$ cat config.mk
export PLATFORM = sky130hd
export DESIGN_NAME = smoldvi_stream_gearbox
export DESIGN_NICKNAME = d
export VERILOG_FILES = /design/src/rtl/smoldvi_stream_gearbox.sv
export SDC_FILE = /design/constraint.sdc
export NUM_CORES = 1
export LEC_CHECK = 0
export CAP_MARGIN = 20
export CORE_MARGIN = 4
export CORE_UTILIZATION = 60
export DETAILED_ROUTE_END_ITERATION = 8
export PLACE_DENSITY = 0.87
export SYNTH_ARGS = -nofsm -noshare
export SYNTH_HDL_FRONTEND = slang
export SYNTH_HIERARCHICAL = 1
export SYNTH_SLANG_ARGS = --single-unit
export TNS_END_PERCENT = 50
$ cat constraint.sdc
create_clock -name clk -period 3.89 [get_ports clk]
set_input_delay 0.778 -clock clk [delete_from_list [all_inputs] [get_ports clk]]
set_output_delay 0.778 -clock clk [all_outputs]
set_load 0.03 [all_outputs]
$ cat src/rtl/smoldvi_stream_gearbox.sv
// smoldvi_stream_gearbox: multi-lane valid/ready width converter (W_IN -> W_OUT bits
// per lane, any ratio). All lanes share one handshake and one fill level.
// Optional feature: define SMOLDVI_GEARBOX_BITSLIP_EN to add the bitslip port, which
// drops the oldest bit of every lane for alignment.

// Per-lane shift buffer. The shared control decides push/pop/slip and the write
// position; this block only moves bits.
module smoldvi_stream_gearbox_lane #(
  parameter int W_IN         = 10,
  parameter int W_OUT        = 2,
  parameter int STORAGE_SIZE = 24,
  parameter int LW           = 5
) (
  input  logic              clk,
  input  logic              rst,
  input  logic [W_IN-1:0]   in_word,
  input  logic              push,
  input  logic              pop,
  input  logic              slip,
  input  logic [LW-1:0]     wpos,
  output logic [W_OUT-1:0]  out_word
);
  logic [STORAGE_SIZE-1:0] buf_q;
  logic [STORAGE_SIZE-1:0] buf_d;
  logic [STORAGE_SIZE-1:0] shifted;
  logic [STORAGE_SIZE-1:0] ins;
  logic [STORAGE_SIZE-1:0] mask;

  // Retire the consumed bits first, then drop the new word in right above the
  // remaining valid bits, so push+pop matches pop followed by push.
  always_comb begin
    shifted = buf_q;
    if (pop)
      shifted = buf_q >> W_OUT;
    else if (slip)
      shifted = buf_q >> 1;
    ins   = STORAGE_SIZE'(in_word) << wpos;
    mask  = STORAGE_SIZE'({W_IN{1'b1}}) << wpos;
    buf_d = shifted;
    if (push)
      buf_d = (shifted & ~mask) | (ins & mask);
  end

  // Buffer register; reset clears it so out_data reads zero afterwards.
  always_ff @(posedge clk) begin
    if (rst)
      buf_q <= '0;
    else
      buf_q <= buf_d;
  end

  // Oldest bits sit at the bottom and leave straight from flops.
  assign out_word = buf_q[W_OUT-1:0];
endmodule

module smoldvi_stream_gearbox #(
  parameter int W_IN         = 10,
  parameter int W_OUT        = 2,
  parameter int N_CH         = 3,
  parameter int STORAGE_SIZE = 2*(W_IN+W_OUT)
) (
  input  logic                                  clk,
  input  logic                                  rst,
  input  logic [N_CH*W_IN-1:0]                  in_data,
  input  logic                                  in_valid,
  output logic                                  in_ready,
  output logic [N_CH*W_OUT-1:0]                 out_data,
  output logic                                  out_valid,
  input  logic                                  out_ready,
`ifdef SMOLDVI_GEARBOX_BITSLIP_EN
  input  logic                                  bitslip,
`endif
  output logic [$clog2(STORAGE_SIZE+1)-1:0]     level
);
  localparam int LW = $clog2(STORAGE_SIZE+1);

  // A full word plus a full output chunk must fit, otherwise the block can deadlock.
  generate
    if (STORAGE_SIZE < W_IN + W_OUT) begin : g_size_chk
      $error("smoldvi_stream_gearbox: STORAGE_SIZE must be >= W_IN+W_OUT");
    end
  endgenerate

  logic [LW-1:0] level_q;
  logic [LW-1:0] level_d;
  logic [LW-1:0] wpos;
  logic          push;
  logic          pop;
  logic          slip_act;

`ifdef SMOLDVI_GEARBOX_BITSLIP_EN
  // A slip on an empty buffer has nothing to discard and is ignored.
  assign slip_act = bitslip && (level_q != '0);
`else
  assign slip_act = 1'b0;
`endif

  // Ready and valid come only from the registered level (no out_ready -> in_ready path).
  assign in_ready  = (level_q <= LW'(STORAGE_SIZE - W_IN)) && !rst;
  assign out_valid = (level_q >= LW'(W_OUT)) && !slip_act;
  assign push      = in_valid && in_ready;
  assign pop       = out_valid && out_ready;

  // Write position is the level after this cycle's removal; new level adds the push.
  always_comb begin
    wpos = level_q;
    if (pop)
      wpos = level_q - LW'(W_OUT);
    else if (slip_act)
      wpos = level_q - LW'(1);
    level_d = wpos;
    if (push)
      level_d = wpos + LW'(W_IN);
  end

  // Shared fill level; reset drops every buffered bit on the same edge.
  always_ff @(posedge clk) begin
    if (rst)
      level_q <= '0;
    else
      level_q <= level_d;
  end

  assign level = level_q;

  generate
    for (genvar k = 0; k < N_CH; k++) begin : g_lane
      smoldvi_stream_gearbox_lane #(
        .W_IN         (W_IN),
        .W_OUT        (W_OUT),
        .STORAGE_SIZE (STORAGE_SIZE),
        .LW           (LW)
      ) u_lane (
        .clk      (clk),
        .rst      (rst),
        .in_word  (in_data[k*W_IN +: W_IN]),
        .push     (push),
        .pop      (pop),
        .slip     (slip_act),
        .wpos     (wpos),
        .out_word (out_data[k*W_OUT +: W_OUT])
      );
    end
  endgenerate
endmodule

======== After elaboration in Yosys (flattened, before gate mapping) ========
Cells that the tools add are included.
storage, ports and cells
  input port bits ......................... 34
  output and inout port bits .............. 13
  register bits after elaboration ......... 77
  word-level logic and storage cells ...... 34
operators by class
  shift operators ......................... 4
  mux-type cells .......................... 8
  magnitude comparators ................... 2
  bitwise operators ....................... 10
  add/subtract/negate cells ............... 2
  reduce and logical (&&, ||, !) cells .... 4
operators with widths
  cell                   number
  $and 24x24->24         6
  $mux 24                6
  $or 24x24->24          3
  $shl 10x5->24          3
  $not 24->24            1
  $shl 10x5->24 const A  1
  $mux 5                 2
  $add 5x4->5 const B    1
  $ge 5x2->1 const B     1
  $le 5x4->1 const B     1
  $sub 5x2->5 const B    1
  $logic_and 1x1->1      3
  $logic_not 1->1        1

======== Depth between registers and ports, before layout ========
Gate-level depths: netlist of run 1.
  word-level depth ........................ 8
  gate-level depth with buffers ........... 14
  gate-level depth less buffers ........... 11

======== Hierarchy ========
Netlist of run 1, hierarchy kept.
by module, submodules not included
  module                       cells an instance  area each (µm²)  seq. area each (µm²)  instances
  smoldvi_stream_gearbox_lane  313                2,449.8          480.5                 3
  smoldvi_stream_gearbox       41                 387.9            80.1                  1

======== Worst setup path before layout of run 1 ========
Ideal clock, no wire load.
  path type ............................... reg2reg
  start ................................... register level_q[2] (netlist: level[2])
  end ..................................... register g_lane[0].u_lane.buf_q[23]
  arrival time ............................ 3.280 ns
  setup slack ............................. 0.488 ns
  cell stages (with the launch flop) ...... 14
  clock period less this slack ............ 3.402 ns
  setup time .............................. 0.122 ns
  path buffers ............................ 3
  required time ........................... 3.768 ns
  cells stage by stage .................... dfxtp_1 inv_1 ha_1 nor4b_4 inv_2 and2_4 buf_6 nand2b_4 nand2_1 buf_6 buf_2 mux2_2 a221oi_1 nor2_1
on the way
  cells in the longest elaborated chain, start to end .. 8
  elaborated cells between the ends (all ways) .. 15
  those cells by class .................... add/sub: 1; order compare: 2; shift: 2; mux: 3; bitwise: 4; reduce/logical: 3
ends and longest elaborated chain
  element                   line  text
  start: declaration        84    logic [LW-1:0] level_q;
  start signal: assignment  121   level_q <= level_d;
  $ge 5x2->1 (*)            100   assign out_valid = (level_q >= LW'(W_OUT)) && !slip_act;
  named net out_valid       68    output logic out_valid,
  $logic_and 1x1->1 (*)     102   assign pop = out_valid && out_ready;
  named net pop             88    logic pop;
  $mux 5 (*)                107   if (pop)
  named net wpos[2]         86    logic [LW-1:0] wpos;
  $shl 10x5->24             38    mask = STORAGE_SIZE'({W_IN{1'b1}}) << wpos;
  $not 24->24               41    buf_d = (shifted & ~mask) | (ins & mask);
  $and 24x24->24            41
  $or 24x24->24 (*)         41
  $mux 24 (*)               40    if (push)
  end signal: assignment    49    buf_q <= buf_d;
  end: declaration          23    logic [STORAGE_SIZE-1:0] buf_q;
Mark *: on every way through the listed nets, which the timed path passes. The rest lies on a longest branch.
A chain may end at the register's enable or synchronous reset.

======== Worst setup path after layout of run 1 ========
  start ................................... input out_ready
  end ..................................... register g_lane[0].u_lane.buf_q[16]
on the way
  cells in the longest elaborated chain, start to end .. 7
  elaborated cells between the ends (all ways) .. 10
  those cells by class .................... shift: 2; mux: 3; bitwise: 4; reduce/logical: 1
ends and longest elaborated chain
  element                line  text
  start: declaration     69    input logic out_ready,
  $logic_and 1x1->1 (*)  102
  $mux 5 (*)             107
  named net wpos[4]      86
  $shl 10x5->24          38
  $not 24->24            41
  $and 24x24->24         41
  $or 24x24->24 (*)      41
  $mux 24 (*)            40
Marked as above.

==> key figures, run 1 <==
Global routing
  • Largest net degree at the start of global routing: 113
  • First-pass GRT wire length: 37.8 mm
  • Vias in the first global route: 7411
  • Total grt overflow: 0
  • Initial antenna violation count: 0
  • All-Layer GR Usage: 31.4%

Timing
  • Setup TNS: 0 ps
  • Final setup fails: 0
  • Tcrit/Tclk final: 90.6%
  • Rel. slew slack: 28.6%
  • Least-Margin Pin Slew: 1070 ps
  • WHS: 596 ps
  • Final hold viol count: 0
  • Fmax: 284 MHz
  • Final Skew: 4.17 ps
  • RSZ-0062 raised after global routing: false
  • Number of max-slew violations in the final report: 0
  • Final worst path period need: 3520 ps

Hold path
  • HP Class: flip-flop to flip-flop
  • Hold_sp: g_lane[0].u_lane/buf_q[23]

Logic synthesis
  • EDFF count, synth: 0
  • Syn Inst Count: 980
  • Ys flop type: dfxtp_1
  • Netlist cell types: 72
  • Fraction of registers with async set/reset: 0%
  • Ys Warns: 6
  • Post-synthesis sequential area ratio: 19.7%
  • Seq cells post-synth: 76
  • Mean Syn Cell Area: 7.90 um2
  • Cell area after synthesis: 7740 um2

Final layout
  • Design area: 8470 um2
  • Layout Utilization: 67.1%
  • Layout cells sized above 1: 11.2%
  • Ant. Diodes: 0
  • Area growth from synthesis to layout: 9.41%
  • Layout Nets: 1000

Placed design
  • Post-DP HPWL: 16.1 mm
  • Port Buf Inserts: 45
  • Post-place instance area: 8150 um2
  • Final Wtd Congestion: 0.985

Floorplan
  • Die width: 122 um
  • # IOs: 47
  • Placement Rows: 41
  • Initial Util: 61.3%
  • Die area: 14800 um2
  • Vert. Die Dim: 122 um
  • Core ar.: 12600 um2

Worst setup path
  • Slowest-stage cell, CP: or2_2
  • Worst Path Max Fanout: 36
  • CP dominant cell by count: nor3b_1
  • Setup crit start: out_ready
  • Startpoint Class: input port
  • Crit path capture type: flip-flop
  • Ordered list of cells on the worst path: clkdlybuf4s50_1, nor4b_1, nor3b_1, or2_2, buf_4, nor3b_1, and3_1, o2111ai_1, o21ai_1
  • Arr. time, crit path: 3800 ps
  • Critical path class: input port to flip-flop
  • Worst EP required: 4170 ps
  • Critical Path Max Stage Delay: 630 ps
  • Reg2reg start: level[2]

Drt
  • Antenna Nets Post-Route: 0
  • Residual DRC: 0
  • Wire per inst: 20.8 um
  • Vias per cell: 7.09
  • Vias: 8081
  • First drt pass iteration count: 6
  • Final WL: 23.7 mm
  • Iteration-0 DRC Markers: 954

Clock tree
  • # Post-CTS Setup Buffers: 0
  • Root buf cell: clkbuf_16
  • Num CTS Buffers: 9
  • Clk Latency, worst-skew pair: 350 ps
  • Clk buf depth: 2
  • CTS tree: built
  • H-tree Lvls: 3
  • Hold_buf cts: 0
  • Clk sink count: 76
  • Clock-pin slew on the worst setup and hold paths: 60 ps
  • Post-cts resize count: 0

Pwr
  • Clock power share: 11.7%
  • Flop pwr share: 15.0%
  • P_sw: 0.00419 W
  • Design internal power: 0.00364 W
  • Pwr Density: 925 nW/um2
  • Overall power: 0.00783 W
  • Sw Ratio: 53.5%
  • Static Leakage: 3.08 nW
  • Worst VDD drop: 0.713 mV
  • Gate power share: 73.3%

Outcome
  • Status: complete, no violations

Job
  • Max cap viols: 0
cells by family (layout without fill, tap and decap cells):
logic type	Yosys count	count (layout)	synth area share [%]
buffers and inverters	123	105	7.71
and+or+nand+nor	264	264	17.7
AOI/OAI and AO/OA	350	350	30.3
other	1	7	0.0485
DFF	76	76	19.7
xor gates and xnor gates	3	3	0.517
adders and majority gates	3	3	0.485
muxes	160	160	23.6
flip-flops by register name (all words and copies together), names as in the netlist:
name and count:
level 4, g_lane.u_lane/buf_q 72
routing by layer:
metal / routed length, um / GRT usage (%) / share of wire (%) / up-vias
li1: - / - / - / 3731
met1: 9630 / 42.1 / 41 / 3756
met2: 11000 / 49.8 / 46 / 507
met3: 2260 / 4.83 / 9.5 / 87
met4: 848 / 14.8 / 3.6 / 0
met5: 0 / 0 / 0 / -
cells in the mapped netlist (6+ instances only):
| cell | instances | share of area, % |
|---|---|---|
| nand4_1 | 9 | 0.73 |
| buf_4 | 10 | 0.97 |
| nand2b_1 | 16 | 1.3 |
| inv_1 | 14 | 0.68 |
| or3_1 | 6 | 0.49 |
| nor3b_1 | 7 | 0.68 |
| o21ai_0 | 105 | 6.8 |
| o21a_1 | 9 | 0.87 |
| a311oi_1 | 18 | 2.0 |
| buf_6 | 7 | 1.0 |
| dfxtp_1 | 76 | 20 |
| nor2b_1 | 12 | 0.97 |
| mux2_2 | 30 | 4.4 |
| a31oi_1 | 12 | 0.97 |
| a211o_1 | 6 | 0.68 |
| a211oi_1 | 19 | 1.8 |
| nand3_1 | 18 | 1.2 |
| o211ai_1 | 19 | 1.8 |
| a32oi_1 | 6 | 0.68 |
| nor2_1 | 74 | 3.6 |
| clkbuf_1 | 48 | 2.3 |
| a221oi_1 | 21 | 2.4 |
| nand3b_1 | 15 | 1.5 |
| o32ai_1 | 12 | 1.4 |
| buf_2 | 33 | 2.1 |
| nor3_1 | 9 | 0.58 |
| a21oi_1 | 51 | 3.3 |
| mux2i_1 | 115 | 15 |
| and3_1 | 9 | 0.73 |
| o22ai_1 | 21 | 1.7 |
| nand2_1 | 61 | 3.0 |
| mux4_2 | 15 | 4.4 |
worst paths after layout:
path                            cells after the start  slack, ps                         end
worst max-delay path                                9        370  g_lane[0].u_lane/buf_q[16]
worst max register to register                     12        500  g_lane[2].u_lane/buf_q[20]
worst min-delay path                                3        600  g_lane[0].u_lane/buf_q[23]
worst min register to register                      3        600  g_lane[0].u_lane/buf_q[23]
power by group through the flow:
stage	combinational (W)	sequential [W]	clock [W]
2_1_floorplan	0.00416	0.00116	0
3_3_place_gp	0.00545	0.00117	0
3_5_place_dp	0.00548	0.00119	0
4_1_cts	0.00552	0.00117	0.000925
5_1_grt	0.00611	0.00120	0.000951
6_report	0.00574	0.00118	0.000916
cells in the final DEF (no fill, tap or decap), types with 14 or more instances in the layout:
cell,count
nand2b_1,16
a311oi_1,18
buf_4,22
nand3b_1,15
nand2_1,60
a211oi_1,19
o211ai_1,19
mux2_2,30
o22ai_1,21
o21ai_0,105
dfxtp_1,76
a21oi_1,51
nand3_1,18
nor2_1,74
mux2i_1,115
clkdlybuf4s50_1,44
a221oi_1,21
inv_1,14
mux4_2,15
critical path, delay by kind of cell:
| kind | cells | cell delay (ps) |
|---|---|---|
| AND/OR/NAND/NOR | 5 | 1960 |
| buffers and inverters | 2 | 840 |
| AO/OA/AOI/OAI | 2 | 220 |
through the flow:
step | std cells | worst slack [ps]
2_1_floorplan | 986 | 488
3_3_place_gp | 1124 | 229
3_5_place_dp | 1124 | 98.1
4_1_cts | 1140 | 442
5_1_grt | 1140 | 168
6_report | 1140 | 366
final cells by class:
type	count	area (um2)
sequential	76	1520
timing repair buffer	70	671
fill	1092	4150
clock buffer	12	246
clock inverter	4	72.6
multi-input combinational	787	5670
tap	172	215
inverter	19	71.3
(Power assumes the default switching activity.)
==> run 2, diff against run 1 <==
--- a/config.mk
+++ b/config.mk
@@ -14,4 +14,4 @@
 export SYNTH_HDL_FRONTEND = slang
 export SYNTH_HIERARCHICAL = 1
 export SYNTH_SLANG_ARGS = --single-unit
-export TNS_END_PERCENT = 50
+export TNS_END_PERCENT = 20
==> results of run 2 <==
The final DEF is identical to that of run 1; final timing and power are the same.
